$ cat src/rtl/regularization_cfg_ctrl.sv
// Run-time configuration controller for the 4-channel regularization datapath.
// Optional feature macro: REG_CFG_SAFE_OFF_EN (quiet also requires all switches off).
module regularization_cfg_ctrl #(
    parameter logic [15:0] DEF_DEBOUNCE = 16'd10,
    parameter logic [15:0] DEF_DELAY    = 16'd50,
    parameter logic [15:0] MIN_DEBOUNCE = 16'd1,
    parameter logic [15:0] QUIET_CYCLES = 16'd8,
    parameter logic [15:0] FLUSH_CYCLES = 16'd4,
    parameter logic [15:0] TIMEOUT      = 16'd1000
) (
    input  logic        i_clk,
    input  logic        i_reset,
    input  logic        i_cfg_valid,
    output logic        o_cfg_ready,
    input  logic [15:0] i_cfg_debounce,
    input  logic [15:0] i_cfg_delay,
    input  logic [3:0]  i_signal,
    output logic [15:0] o_debounce_limit,
    output logic [15:0] o_delay,
    output logic        o_reg_reset,
    output logic        o_busy,
    output logic        o_cfg_done,
    output logic        o_cfg_err
);

    localparam int unsigned CW = 16;
    localparam int unsigned SW = 4;

    typedef enum logic [1:0] {
        ST_INIT,
        ST_IDLE,
        ST_WAIT_QUIET,
        ST_FLUSH
    } state_t;

    state_t        r_state;
    state_t        w_state_nxt;
    logic [CW-1:0] r_stable_cnt,  w_stable_nxt;
    logic [CW-1:0] r_timeout_cnt, w_timeout_nxt;
    logic [CW-1:0] r_flush_cnt,   w_flush_nxt;
    logic [CW-1:0] r_shadow_deb,  w_shadow_deb_nxt;
    logic [CW-1:0] r_shadow_dly,  w_shadow_dly_nxt;
    logic [CW-1:0] w_deb_nxt;
    logic [CW-1:0] w_dly_nxt;
    logic [SW-1:0] r_sample,      w_sample_nxt;
    logic          w_quiet_sample;
    logic          w_done_nxt;
    logic          w_err_nxt;
    logic          w_reg_reset_nxt;
    logic          w_ready_nxt;

    function automatic logic [CW-1:0] sat_inc(input logic [CW-1:0] x);
        return (x == {CW{1'b1}}) ? x : x + CW'(1);
    endfunction

    // One quiet sample: unchanged since last cycle (and all-off when safe mode is built in)
`ifdef REG_CFG_SAFE_OFF_EN
    assign w_quiet_sample = (i_signal == r_sample) && (i_signal == SW'(0));
`else
    assign w_quiet_sample = (i_signal == r_sample);
`endif

    // Next-state and registered-output logic
    always_comb begin
        w_state_nxt      = r_state;
        w_stable_nxt     = r_stable_cnt;
        w_timeout_nxt    = r_timeout_cnt;
        w_flush_nxt      = r_flush_cnt;
        w_shadow_deb_nxt = r_shadow_deb;
        w_shadow_dly_nxt = r_shadow_dly;
        w_sample_nxt     = r_sample;
        w_deb_nxt        = o_debounce_limit;
        w_dly_nxt        = o_delay;
        w_done_nxt       = 1'b0;
        w_err_nxt        = 1'b0;

        case (r_state)
            ST_INIT: begin
                w_flush_nxt = sat_inc(r_flush_cnt);
                if (r_flush_cnt >= FLUSH_CYCLES - CW'(1)) begin
                    w_flush_nxt = '0;
                    w_state_nxt = ST_IDLE;
                end
            end
            ST_IDLE: begin
                if (i_cfg_valid && o_cfg_ready) begin
                    if ((i_cfg_debounce < MIN_DEBOUNCE) || (i_cfg_delay < i_cfg_debounce)) begin
                        w_err_nxt = 1'b1;
                    end else begin
                        w_shadow_deb_nxt = i_cfg_debounce;
                        w_shadow_dly_nxt = i_cfg_delay;
                        w_sample_nxt     = i_signal;
                        w_stable_nxt     = '0;
                        w_timeout_nxt    = '0;
                        w_state_nxt      = ST_WAIT_QUIET;
                    end
                end
            end
            ST_WAIT_QUIET: begin
                w_sample_nxt  = i_signal;
                w_stable_nxt  = w_quiet_sample ? sat_inc(r_stable_cnt) : '0;
                w_timeout_nxt = sat_inc(r_timeout_cnt);
                // Quiet wins over a coincident timeout
                if (w_stable_nxt >= QUIET_CYCLES) begin
                    w_deb_nxt   = r_shadow_deb;
                    w_dly_nxt   = r_shadow_dly;
                    w_flush_nxt = '0;
                    w_state_nxt = ST_FLUSH;
                end else if (w_timeout_nxt >= TIMEOUT) begin
                    w_err_nxt   = 1'b1;
                    w_state_nxt = ST_IDLE;
                end
            end
            ST_FLUSH: begin
                w_flush_nxt = sat_inc(r_flush_cnt);
                if (r_flush_cnt >= FLUSH_CYCLES - CW'(1)) begin
                    w_flush_nxt = '0;
                    w_done_nxt  = 1'b1;
                    w_state_nxt = ST_IDLE;
                end
            end
            default: w_state_nxt = ST_INIT;
        endcase

        w_reg_reset_nxt = (w_state_nxt == ST_INIT) || (w_state_nxt == ST_FLUSH);
        w_ready_nxt     = (w_state_nxt == ST_IDLE);
    end

    // State, counters and output registers
    always_ff @(posedge i_clk or posedge i_reset) begin
        if (i_reset) begin
            r_state          <= ST_INIT;
            r_stable_cnt     <= '0;
            r_timeout_cnt    <= '0;
            r_flush_cnt      <= '0;
            r_shadow_deb     <= '0;
            r_shadow_dly     <= '0;
            r_sample         <= '0;
            o_debounce_limit <= DEF_DEBOUNCE;
            o_delay          <= DEF_DELAY;
            o_reg_reset      <= 1'b1;
            o_busy           <= 1'b1;
            o_cfg_ready      <= 1'b0;
            o_cfg_done       <= 1'b0;
            o_cfg_err        <= 1'b0;
        end else begin
            r_state          <= w_state_nxt;
            r_stable_cnt     <= w_stable_nxt;
            r_timeout_cnt    <= w_timeout_nxt;
            r_flush_cnt      <= w_flush_nxt;
            r_shadow_deb     <= w_shadow_deb_nxt;
            r_shadow_dly     <= w_shadow_dly_nxt;
            r_sample         <= w_sample_nxt;
            o_debounce_limit <= w_deb_nxt;
            o_delay          <= w_dly_nxt;
            o_reg_reset      <= w_reg_reset_nxt;
            o_busy           <= ~w_ready_nxt;
            o_cfg_ready      <= w_ready_nxt;
            o_cfg_done       <= w_done_nxt;
            o_cfg_err        <= w_err_nxt;
        end
    end

endmodule

$ cat config.mk
export PLATFORM = sky130hd
export DESIGN_NAME = regularization_cfg_ctrl
export DESIGN_NICKNAME = d
export VERILOG_FILES = /design/src/rtl/regularization_cfg_ctrl.sv
export SDC_FILE = /design/constraint.sdc
export NUM_CORES = 1
export LEC_CHECK = 0
export BUFFER_PORTS_ARGS = -buffer_cell sky130_fd_sc_hd__buf_2
export CAP_MARGIN = 0
export CORE_AREA = 2 2 107 109
export DETAILED_ROUTE_END_ITERATION = 8
export DIE_AREA = 0 0 109 111
export GPL_TIMING_DRIVEN = 0
export PLACE_DENSITY = 0.81
export SLEW_MARGIN = 10
export SYNTH_ARGS = -nofsm -noshare
export SYNTH_HDL_FRONTEND = slang
export SYNTH_SLANG_ARGS = --single-unit
$ cat constraint.sdc
create_clock -name i_clk -period 4 [get_ports i_clk]
set_input_delay 0.4 -clock i_clk [delete_from_list [all_inputs] [get_ports i_clk]]
set_output_delay 0.4 -clock i_clk [all_outputs]
set_load 0.005 [all_outputs]
==> impl_table.tex <==
\begin{tabular}{lr}
\hline
Metric & Value \\
\hline
\multicolumn{2}{l}{\textbf{Placement}} \\
\quad Placement-stage worst setup slack & 0.672 ns \\
\quad Detail Placement HPWL & 10900 um \\
\quad IO buf count & 75 \\
\quad Placer Congestion & 0.910 \\
\multicolumn{2}{l}{\textbf{Routing}} \\
\quad Residual antenna-violating net count after detailed routing & 0 \\
\quad Number of vias per cell after detailed routing & 6.11 \\
\quad Number of remaining DRC errors & 0 \\
\quad Iteration count of the initial detailed-routing pass & 5 \\
\quad Number of DRC markers in iteration 0 & 396 \\
\quad DRT Wirelength & 15600 um \\
\quad Total vias in the final route & 5295 \\
\quad Per-cell routed wire length & 17.9 um \\
\multicolumn{2}{l}{\textbf{Setup path}} \\
\quad Worst Path Required & 4.35 ns \\
\quad Critical path capture point type & flip-flop \\
\quad WP data arrival & 3.73 ns \\
\quad Highest net fanout along the worst path & 10 \\
\quad Critical Path Start Type & flip-flop \\
\quad Crit Path Category & flip-flop to flip-flop \\
\multicolumn{2}{l}{\textbf{Synth}} \\
\quad Number of distinct library cells after synthesis & 68 \\
\quad Gate count after technology mapping & 615 \\
\quad Cell area after synthesis & 0.00633 mm2 \\
\quad Main flop type after synthesis & sky130\_fd\_sc\_hd\_\_dfrtp\_1 \\
\quad Flop and latch count out of synthesis & 123 \\
\quad Synth Area per Inst & 10.3 um2 \\
\quad Seq/Total Area, Yosys & 48.7\% \\
\quad Yosys warnings & 0 \\
\quad Net Count, Synth & 677 \\
\quad Number of flops mapped to enable cells by yosys & 0 \\
\quad Fraction of registers with async set or reset after synthesis & 100\% \\
\multicolumn{2}{l}{\textbf{Timing}} \\
\quad Relative slew slack & 51.8\% \\
\quad Final hold slack & 0.207 ns \\
\quad Setup slack of the critical path after layout & 0.617 ns \\
\quad Aggregate negative setup slack & 0 ns \\
\quad Setup Viol. Count Final & 0 \\
\quad FMAX & 0.296 GHz \\
\quad Number of failing hold endpoints at the final stage & 0 \\
\quad Minimum period implied by the final worst setup slack & 3.38 ns \\
\quad Final period utilization & 84.6\% \\
\quad Setup repair after global routing missed its margin & false \\
\quad Slew at the pin closest to its max-slew limit & 0.717 ns \\
\quad Total count of max-transition violations in the final report & 0 \\
\quad Worst-case clock skew & 0.00810 ns \\
\multicolumn{2}{l}{\textbf{Layout}} \\
\quad Diodes inserted & 0 \\
\quad Most common cell after layout, fill and taps aside & sky130\_fd\_sc\_hd\_\_dfrtp\_1 \\
\quad Final cell utilization of the core & 68.5\% \\
\quad Net count reported at finish & 773 \\
\quad Filler cells & 782 \\
\quad Fraction of final layout cells with drive strength greater than 1 & 24.0\% \\
\quad Reg area & 0.00309 mm2 \\
\quad Highest-count cells in the layout ignoring fill and taps & sky130\_fd\_sc\_hd\_\_dfrtp\_1, sky130\_fd\_sc\_hd\_\_buf\_2, sky130\_fd\_sc\_hd\_\_nand2\_1 \\
\quad Area growth syn-to-layout & 19.8\% \\
\quad Combined area of the multi-input logic cells & 0.00300 mm2 \\
\multicolumn{2}{l}{\textbf{Clocking}} \\
\quad Clk sinks & 123 \\
\quad CTS root buf & sky130\_fd\_sc\_hd\_\_clkbuf\_16 \\
\quad Clock tree from TritonCTS & yes \\
\quad Total CTS buffers & 17 \\
\quad Level count of the clock H-tree & 4 \\
\quad Clock transition time at the flip-flop clock pins of the worst setup and hold paths & 0.05 ns \\
\quad Clk buf depth & 2 \\
\quad Clock latency on the worst-skew pair & 0.42 ns \\
\multicolumn{2}{l}{\textbf{Hold path}} \\
\quad Min-Delay Path Class & primary input to flip-flop \\
\multicolumn{2}{l}{\textbf{Floorplan}} \\
\quad Cell Rows & 39 \\
\quad I/O Pins & 76 \\
\quad Core area & 0.0111 mm2 \\
\quad Die span in x & 109 um \\
\quad Vertical die dimension & 111 um \\
\quad Die area & 0.0121 mm2 \\
\quad Initial core utilization & 57.2\% \\
\multicolumn{2}{l}{\textbf{Status}} \\
\quad Outcome & finished, final reports clean \\
\multicolumn{2}{l}{\textbf{Pwr}} \\
\quad Static power due to leakage & 3.69 nW \\
\quad Internal portion of total power & 2.89 mW \\
\quad P\_sw & 1.08 mW \\
\quad Maximum ir drop on the vdd rail & 0.464 mV \\
\quad Clock power frac & 43.2\% \\
\quad Ratio of total power to cell area & 523 mW/mm2 \\
\quad Total Power & 3.97 mW \\
\quad Combinational fraction of design power & 17.0\% \\
\quad Sw Ratio & 27.3\% \\
\quad Sequential group share of total power & 39.8\% \\
\multicolumn{2}{l}{\textbf{Global route}} \\
\quad Global route total overflow & 0 \\
\quad Number of global-route vias before repair & 5468 \\
\quad Pin count of the biggest net entering global routing & 89 \\
\quad Wire length of the first global-routing pass & 26100 um \\
\quad Number of antenna violations at the first check in global routing & 0 \\
\quad Overall routing resource usage & 27.7\% \\
\multicolumn{2}{l}{\textbf{Run}} \\
\quad Max-cap violations & 0 \\
\hline
\end{tabular}
==> flip-flops by register name (all words and copies together), names as in the netlist <==
signal            flops
o_busy                1
o_cfg_done            1
o_cfg_err             1
o_cfg_ready           1
o_debounce_limit     16
o_delay              16
o_reg_reset           1
r_flush_cnt          16
r_sample              4
r_shadow_deb         16
r_shadow_dly         16
r_stable_cnt         16
r_state               2
r_timeout_cnt        16
==> area by class of cell <==
cell class	instances	share of cell area, %
buffer	25	1.72
multi-input combinational	435	39.5
clock buffer	19	5.71
tap	143	2.36
sequential	123	40.7
timing repair buffer	77	5.44
clock inverter	13	2.94
inverter	32	1.65
==> worst max-delay path, stage by stage (launching register included) <==
cell	delay, ns
sky130_fd_sc_hd__dfrtp_1	0.32
sky130_fd_sc_hd__buf_2	0.17
sky130_fd_sc_hd__nand4_1	0.33
sky130_fd_sc_hd__nor3_1	0.72
sky130_fd_sc_hd__nand3_1	0.22
sky130_fd_sc_hd__mux2i_1	0.19
sky130_fd_sc_hd__o211ai_1	0.12
sky130_fd_sc_hd__nor3_1	0.53
sky130_fd_sc_hd__o211ai_1	0.18
sky130_fd_sc_hd__o21a_1	0.23
sky130_fd_sc_hd__ha_1	0.29
==> power by group through the flow <==
| stage | Sequential (mW) | Combinational [mW] | Clock [mW] |
|---|---|---|---|
| finish | 1.58 | 0.675 | 1.72 |
| CTS | 1.58 | 0.669 | 1.73 |
| global route | 1.60 | 0.753 | 1.79 |
| detailed placement | 1.60 | 0.660 | 0 |
| global placement | 1.58 | 0.628 | 0 |
| floorplan | 1.56 | 0.484 | 0 |
==> cell families after synthesis <==
logic type	after synthesis	share of synthesized area, %
multiplexers	54	9.56
XOR/XNOR	8	1.11
AND/OR/NAND/NOR	204	17.2
AO/OA/AOI/OAI	146	14.9
flip-flops	123	48.7
adder cells (fa/ha/maj)	23	4.54
buffers and inverters	57	3.95
==> worst paths after layout <==
kind,startpoint,to,slack [ns],cells after the start
hold / removal,i_signal[2],r_sample[2],0.21,3
max in group asynchronous,i_reset,o_delay[1],2.71,4
setup / recovery,r_timeout_cnt[3],o_reg_reset,0.62,10
setup reg to reg,r_timeout_cnt[3],o_reg_reset,0.62,10
hold reg to reg,r_shadow_deb[5],r_shadow_deb[5],0.48,2
min in group asynchronous,i_reset,o_delay[11],0.54,3
==> metrics by stage <==
stage	area, um2	cells
detailed placement	6920	834
global route	7590	867
global placement	6890	833
floorplan	6330	615
CTS	7590	867
finish	7590	867
==> Yosys cell counts (7+ instances only) <==
cell                       instances  area, um2
sky130_fd_sc_hd__mux2_1           16        180
sky130_fd_sc_hd__nand2_1          57        214
sky130_fd_sc_hd__dfstp_2           7        184
sky130_fd_sc_hd__xnor2_1           8       70.1
sky130_fd_sc_hd__o21ai_0          41        205
sky130_fd_sc_hd__inv_1            31        116
sky130_fd_sc_hd__ha_1             23        288
sky130_fd_sc_hd__clkbuf_1         16       60.1
sky130_fd_sc_hd__mux2_2           36        405
sky130_fd_sc_hd__nand4_1           7       43.8
sky130_fd_sc_hd__dfrtp_1         116       2900
sky130_fd_sc_hd__nor2_1           46        173
sky130_fd_sc_hd__a21oi_1          37        185
sky130_fd_sc_hd__nor4_1           10       62.6
sky130_fd_sc_hd__o31ai_1          12       90.1
sky130_fd_sc_hd__nand3_1          23        115
sky130_fd_sc_hd__nor2b_1           8       50.1
sky130_fd_sc_hd__nor3_1           14       70.1
==> metal layers <==
| layer | GRT usage, % | vias up | share of wire (%) |
|---|---|---|---|
| met1 | 35.0 | 2609 | 40 |
| met4 | 10.3 | 0 | 2.2 |
| met5 | 0 | - | 0 |
| met2 | 45.5 | 217 | 51 |
| li1 | - | 2435 | - |
| met3 | 7.05 | 34 | 6.9 |
==> timing repair <==
item | 4_1_cts | 5_1_grt
hold buffers | 1 | 0
resized for setup | 0 | 0
endpoints found under the hold margin | 32 | 0
buffers inserted | 0 | 0
No activity file was read; power rests on OpenSTA's default activity.
